--- src/rtl/vip_window_ctrl.sv ---
// Sequencing controller for the 3x3 line-buffer window generator: decodes the
// vsync/href/clken stream, gates pixels to the nominal geometry and tags interior windows.
module vip_window_ctrl #(
  parameter int unsigned IMG_WIDTH  = 640,
  parameter int unsigned IMG_HEIGHT = 480,
  parameter int unsigned CNT_W      = 11,
  parameter int unsigned WIN_LAT    = 2
) (
  input  logic             clk,
  input  logic             rst_n,
  input  logic             per_frame_vsync,
  input  logic             per_frame_href,
  input  logic             per_frame_clken,
  output logic             lb_ce,
  output logic             lb_sclr,
  output logic [CNT_W-1:0] col_cnt,
  output logic [CNT_W-1:0] row_cnt,
  output logic             win_valid,
  output logic             frame_done,
  output logic             err_line_len,
  output logic             err_frame_len,
  output logic             busy
);

  localparam logic [CNT_W-1:0] W_C   = CNT_W'(IMG_WIDTH);
  localparam logic [CNT_W-1:0] H_C   = CNT_W'(IMG_HEIGHT);
  localparam logic [CNT_W-1:0] TWO_C = CNT_W'(2);
  localparam logic [CNT_W-1:0] ONE_C = CNT_W'(1);

  typedef enum logic [1:0] {IDLE, WAIT_LINE, ACTIVE} state_t;

  state_t           state_q, state_d;
  logic             vsync_d;
  logic             ovf_q, ovf_d;
  logic [CNT_W-1:0] col_d, row_d, row_inc;
  logic             sclr_d, fd_d, el_d, ef_d;
  logic [WIN_LAT-1:0] tag_q;

  logic vs_rise, pix, acc, tag_c, line_end, frame_end;

  assign vs_rise   = per_frame_vsync & ~vsync_d;
  assign pix       = per_frame_vsync & per_frame_href & per_frame_clken & (state_q != IDLE);
  assign acc       = pix & (col_cnt < W_C) & (row_cnt < H_C);
  assign tag_c     = acc & (row_cnt >= TWO_C) & (col_cnt >= TWO_C);
  assign line_end  = (state_q == ACTIVE) & (~per_frame_href | ~per_frame_vsync);
  assign frame_end = (state_q != IDLE) & ~per_frame_vsync;
  assign row_inc   = (row_cnt == H_C) ? row_cnt : row_cnt + ONE_C;

  assign lb_ce     = acc;
  assign busy      = (state_q != IDLE);
  assign win_valid = tag_q[WIN_LAT-1];

  // Next state, counters and event pulses
  always_comb begin
    state_d = state_q;
    col_d   = col_cnt;
    row_d   = row_cnt;
    ovf_d   = ovf_q;
    sclr_d  = 1'b0;
    fd_d    = 1'b0;
    el_d    = 1'b0;
    ef_d    = 1'b0;

    case (state_q)
      IDLE: begin
        if (vs_rise) begin
          state_d = WAIT_LINE;
          col_d   = '0;
          row_d   = '0;
          ovf_d   = 1'b0;
          sclr_d  = 1'b1;
        end
      end
      WAIT_LINE: begin
        if (!per_frame_vsync)     state_d = IDLE;
        else if (per_frame_href)  state_d = ACTIVE;
      end
      ACTIVE: begin
        if (!per_frame_vsync)     state_d = IDLE;
        else if (!per_frame_href) state_d = WAIT_LINE;
      end
      default: state_d = IDLE;
    endcase

    if (acc) col_d = col_cnt + ONE_C;
    // col_cnt stops at the width, so an overrun needs its own sticky flag
    if (pix && (col_cnt >= W_C)) ovf_d = 1'b1;

    if (line_end) begin
      col_d = '0;
      row_d = row_inc;
      ovf_d = 1'b0;
      el_d  = (col_cnt != W_C) | ovf_q;
    end

    if (frame_end) begin
      fd_d = 1'b1;
      ef_d = ((line_end ? row_inc : row_cnt) != H_C);
    end
  end

  // vsync_d resets high so a frame already in progress at reset release is ignored
  always_ff @(posedge clk or negedge rst_n) begin
    if (!rst_n) begin
      state_q       <= IDLE;
      vsync_d       <= 1'b1;
      ovf_q         <= 1'b0;
      col_cnt       <= '0;
      row_cnt       <= '0;
      lb_sclr       <= 1'b1;
      frame_done    <= 1'b0;
      err_line_len  <= 1'b0;
      err_frame_len <= 1'b0;
      tag_q         <= '0;
    end else begin
      state_q       <= state_d;
      vsync_d       <= per_frame_vsync;
      ovf_q         <= ovf_d;
      col_cnt       <= col_d;
      row_cnt       <= row_d;
      lb_sclr       <= sclr_d;
      frame_done    <= fd_d;
      err_line_len  <= el_d;
      err_frame_len <= ef_d;
      tag_q[0]      <= tag_c;
      for (int unsigned i = 1; i < WIN_LAT; i++) tag_q[i] <= tag_q[i-1];
    end
  end

endmodule

--- config.mk ---
export PLATFORM = sky130hd
export DESIGN_NAME = vip_window_ctrl
export DESIGN_NICKNAME = d
export VERILOG_FILES = /design/src/rtl/vip_window_ctrl.sv
export SDC_FILE = /design/constraint.sdc
export NUM_CORES = 1
export LEC_CHECK = 0
export ABC_AREA = 1
export CAP_MARGIN = 20
export CORE_MARGIN = 2
export CORE_UTILIZATION = 50
export DETAILED_ROUTE_END_ITERATION = 8
export PLACE_DENSITY = 0.79
export SLEW_MARGIN = 10
export SYNTH_ARGS = -nofsm -noshare
export SYNTH_HDL_FRONTEND = slang
export SYNTH_SLANG_ARGS = --single-unit
--- constraint.sdc ---
create_clock -name clk -period 2.56 [get_ports clk]
set_clock_uncertainty 0.15 [all_clocks]
set_input_delay 0.256 -clock clk [delete_from_list [all_inputs] [get_ports clk]]
set_output_delay 0.256 -clock clk [all_outputs]
set_load 0.1 [all_outputs]
==> impl_metrics.toml <==
[sta]
timing.final.max_slew_violations = 0
fin_tns_setup_ns = 0
tmin_final_ns = 2.209
fmax_ghz = 0.4527
layout_worst_path_cycle_share_pct = 86.28
max_slew.worst_pin.slew_ns = 0.3956
unrepaired_setup_endpoints_after_global_routing = "false"
setup_viol = 0
finalWorstSetupSlack_ns = 0.3511
hold_vio_cnt_final = 0
timing.max_slew.rel_slack_pct = 72.95

[global_routing]
antenna_violations_before_repair = 0
first_pass_grt_wire_length_mm = 7.238
grt_use_total_pct = 22.61
grt_start_max_net_pins = 33
via_count_of_the_first_global_routing_pass = 1600
grt-ovfl-total = 0

[final_layout]
area_growth_pct = 20.93
finalInstanceArea_um2 = 2191
seqCellArea_um2 = 803.3
post-route-util_pct = 64.14
nNetsFinal = 283
instances_no_fill = 321
drive_gt1_share_pct = 19.64
multi_input_area_um2 = 839.6
fillCellCount = 309
ant_diodes = 0

[floorplan]
fp.dieH_um = 64.20
floorplan.die_area_um2 = 4121
core_region_um2 = 3416
design.portCount = 34
initial_core_util_pct = 53.04
floorplan.rows = 21
die-width_um = 64.20

[route]
routed_wirelength_normalized_by_instance_count_um = 13.11
finalWirelength_mm = 4.209
drt-pass1-iter-count = 5
detail_route.drc_violations = 0
detailedRoute.firstIterationViolations = 179
dr_total_vias = 1701
drt-vias-per-instance = 5.299
detail-route-antenna-nets = 0

[critical_path]
worst_ep_required_time_ns = 2.15
startpoint_type = "register"
critPathSlowestCell = "sky130_fd_sc_hd__dfrtp_1"
path_class = "reg -> out"
cp_slowest_stage_delay_ns = 0.44
worstPathCellList = "inv_1 -> nand3_1 -> o21a_1 -> nor2_1 -> nand3_2 -> inv_2 -> buf_12"
cpLargestDelayFamily = "buffers and inverters"
critPathMaxFanout = 9
cp.buffers_inverters = 3
worstSetupEndpointType = "output port"
critPathArrivalTime_ns = 1.80

[pwr]
sw_frac_of_total_pct = 48.36
p_leak_uw = 0.001097
cellPowerDensity_nw_per_um2 = 755.1
power_frac_clock_pct = 18.0
power.internal_uw = 854.2
combPwrFrac_pct = 45.0
p_seq_share_pct = 37.0
peakVddDrop_uv = 302.2
net-switching-power_uw = 800.0

[clock_tree]
cts.htree.levels = 2
max-clock-path-buffers = 2
clock_latency_ns = 0.33
cts.root.buffer_cell = "sky130_fd_sc_hd__clkbuf_4"
cts_tree = "built"
cts_buffers = 5
ctsResizeCount = 0
clock_sink_total = 32
cts.repair_timing.setup_buffer_count = 0
cts-hold-fix-buffers = 0
cts.clk_slew.worst_paths_ns = 0.09

[placement]
io_buffer_count = 33
dpl_worst_slack_ns = 0.4041
place.gp.congestion = 0.8910
post-dp-hpwl_mm = 3.174
place_inst = 313
placement.cell_area_um2 = 2132

[synthesis]
synth-edff-count = 0
asyncSetResetFlopFracSynth_pct = 100.0
post_synth_main_area_contributors = "sky130_fd_sc_hd__dfrtp_1, sky130_fd_sc_hd__nand2_1, sky130_fd_sc_hd__inv_1, sky130_fd_sc_hd__nand3_1, sky130_fd_sc_hd__nor2_1"
synth_cells = 235
post-synth-top-area-fraction_pct = 41.44
synth_register_bits = 32
postSynthAreaPerCell_um2 = 7.710
yosys.area.top_type = "sky130_fd_sc_hd__dfrtp_1"
yosys_warnings = 0
yosysUniqueCellTypes = 30
synth_area_um2 = 1812
synth_common_cells = "sky130_fd_sc_hd__nand2_1, sky130_fd_sc_hd__inv_1, sky130_fd_sc_hd__dfrtp_1"
ys.flop_type = "sky130_fd_sc_hd__dfrtp_1"
synth.yosys.seq_area_share_pct = 44.34
post-synth-top-count-cell = "sky130_fd_sc_hd__nand2_1"
synthesis.nets = 244

[run_status]
status = "finished, final reports clean"

[run]
max_cap_violations = 0

[hold_path]
path_type_of_the_worst_min_delay_path = "in -> async"
## power by group through the flow
stage                     clock [uW]  sequential, uW  combinational, uW
final                            298             612                744
after global routing             343             620                797
after CTS                        307             612                747
after detailed placement           0             622                746
after global placement             0             622                741
after floorplan                    0             888                313
## path summary, 6_finish.rpt
kind	slack, ns	to	cells past startpoint	from
min in group clk	0.22	tag_q[1]	0	tag_q[0]
worst max register to register	0.55	err_frame_len	8	row_cnt[0]
worst max-delay path	0.35	lb_ce	7	col_cnt[8]
worst min register to register	0.22	tag_q[1]	0	tag_q[0]
worst min-delay path	0.17	col_cnt[4]	2	rst_n
max in group asynchronous	1.76	vsync_d	2	rst_n
## layout by cell type (no fill, tap or decap), drive strengths merged, types with 2 or more instances in the layout
| cell type | instances |
|---|---|
| o22ai | 8 |
| nor3 | 5 |
| dfstp | 2 |
| dfrtp | 30 |
| clkdlybuf4s50 | 4 |
| buf | 31 |
| xor2 | 5 |
| nand4 | 9 |
| nor2 | 30 |
| nand3 | 21 |
| inv | 39 |
| ha | 4 |
| clkbuf | 8 |
| nand2 | 51 |
| o21ai | 18 |
## per-layer routing
metal	track usage (%)	vias up	wire (um)
met5	0	-	0
met4	7.713	0	34
met3	6.514	4	274
met2	33.72	58	1932
met1	31.51	781	1968
li1	-	858	-
## logic make-up after synthesis
group	synth area share (%)
and+or+nand+nor	29.07
buffers and inverters	9.323
AOI/OAI and AO/OA	12.09
DFF	44.34
xor gates and xnor gates	2.417
adders and majority gates	2.763
## worst reg2reg max path, stage by stage, from the launching register on
cell and delay [ns]:
sky130_fd_sc_hd__dfrtp_1 0.51, sky130_fd_sc_hd__ha_1 0.35, sky130_fd_sc_hd__nand3_1 0.19, sky130_fd_sc_hd__o21ai_1 0.16
sky130_fd_sc_hd__nand3_1 0.10, sky130_fd_sc_hd__a22oi_1 0.25, sky130_fd_sc_hd__nand3_1 0.11, sky130_fd_sc_hd__nand2_1 0.06
sky130_fd_sc_hd__inv_1 0.04
## metrics by stage
step | power, uW | hold WS (ns)
2_1_floorplan | 1201 | -0.1896
3_3_place_gp | 1363 | 0.1857
3_5_place_dp | 1368 | 0.1996
4_1_cts | 1666 | 0.1770
5_1_grt | 1760 | 0.1900
6_report | 1654 | 0.1733
## cell type report
cell class / instances / area share, %
sequential: 32 / 36.66
inverter: 39 / 6.682
timing repair buffer: 35 / 13.02
clock buffer: 8 / 2.684
tap: 46 / 2.627
multi-input combinational: 161 / 38.32
## sequential cells by signal (all words and copies together), names as in the netlist, 2 cells and up
| signal | cells |
|---|---|
| row_cnt | 11 |
| state_q | 2 |
| tag_q | 2 |
| col_cnt | 11 |
Power figures use the tool's default switching activity.
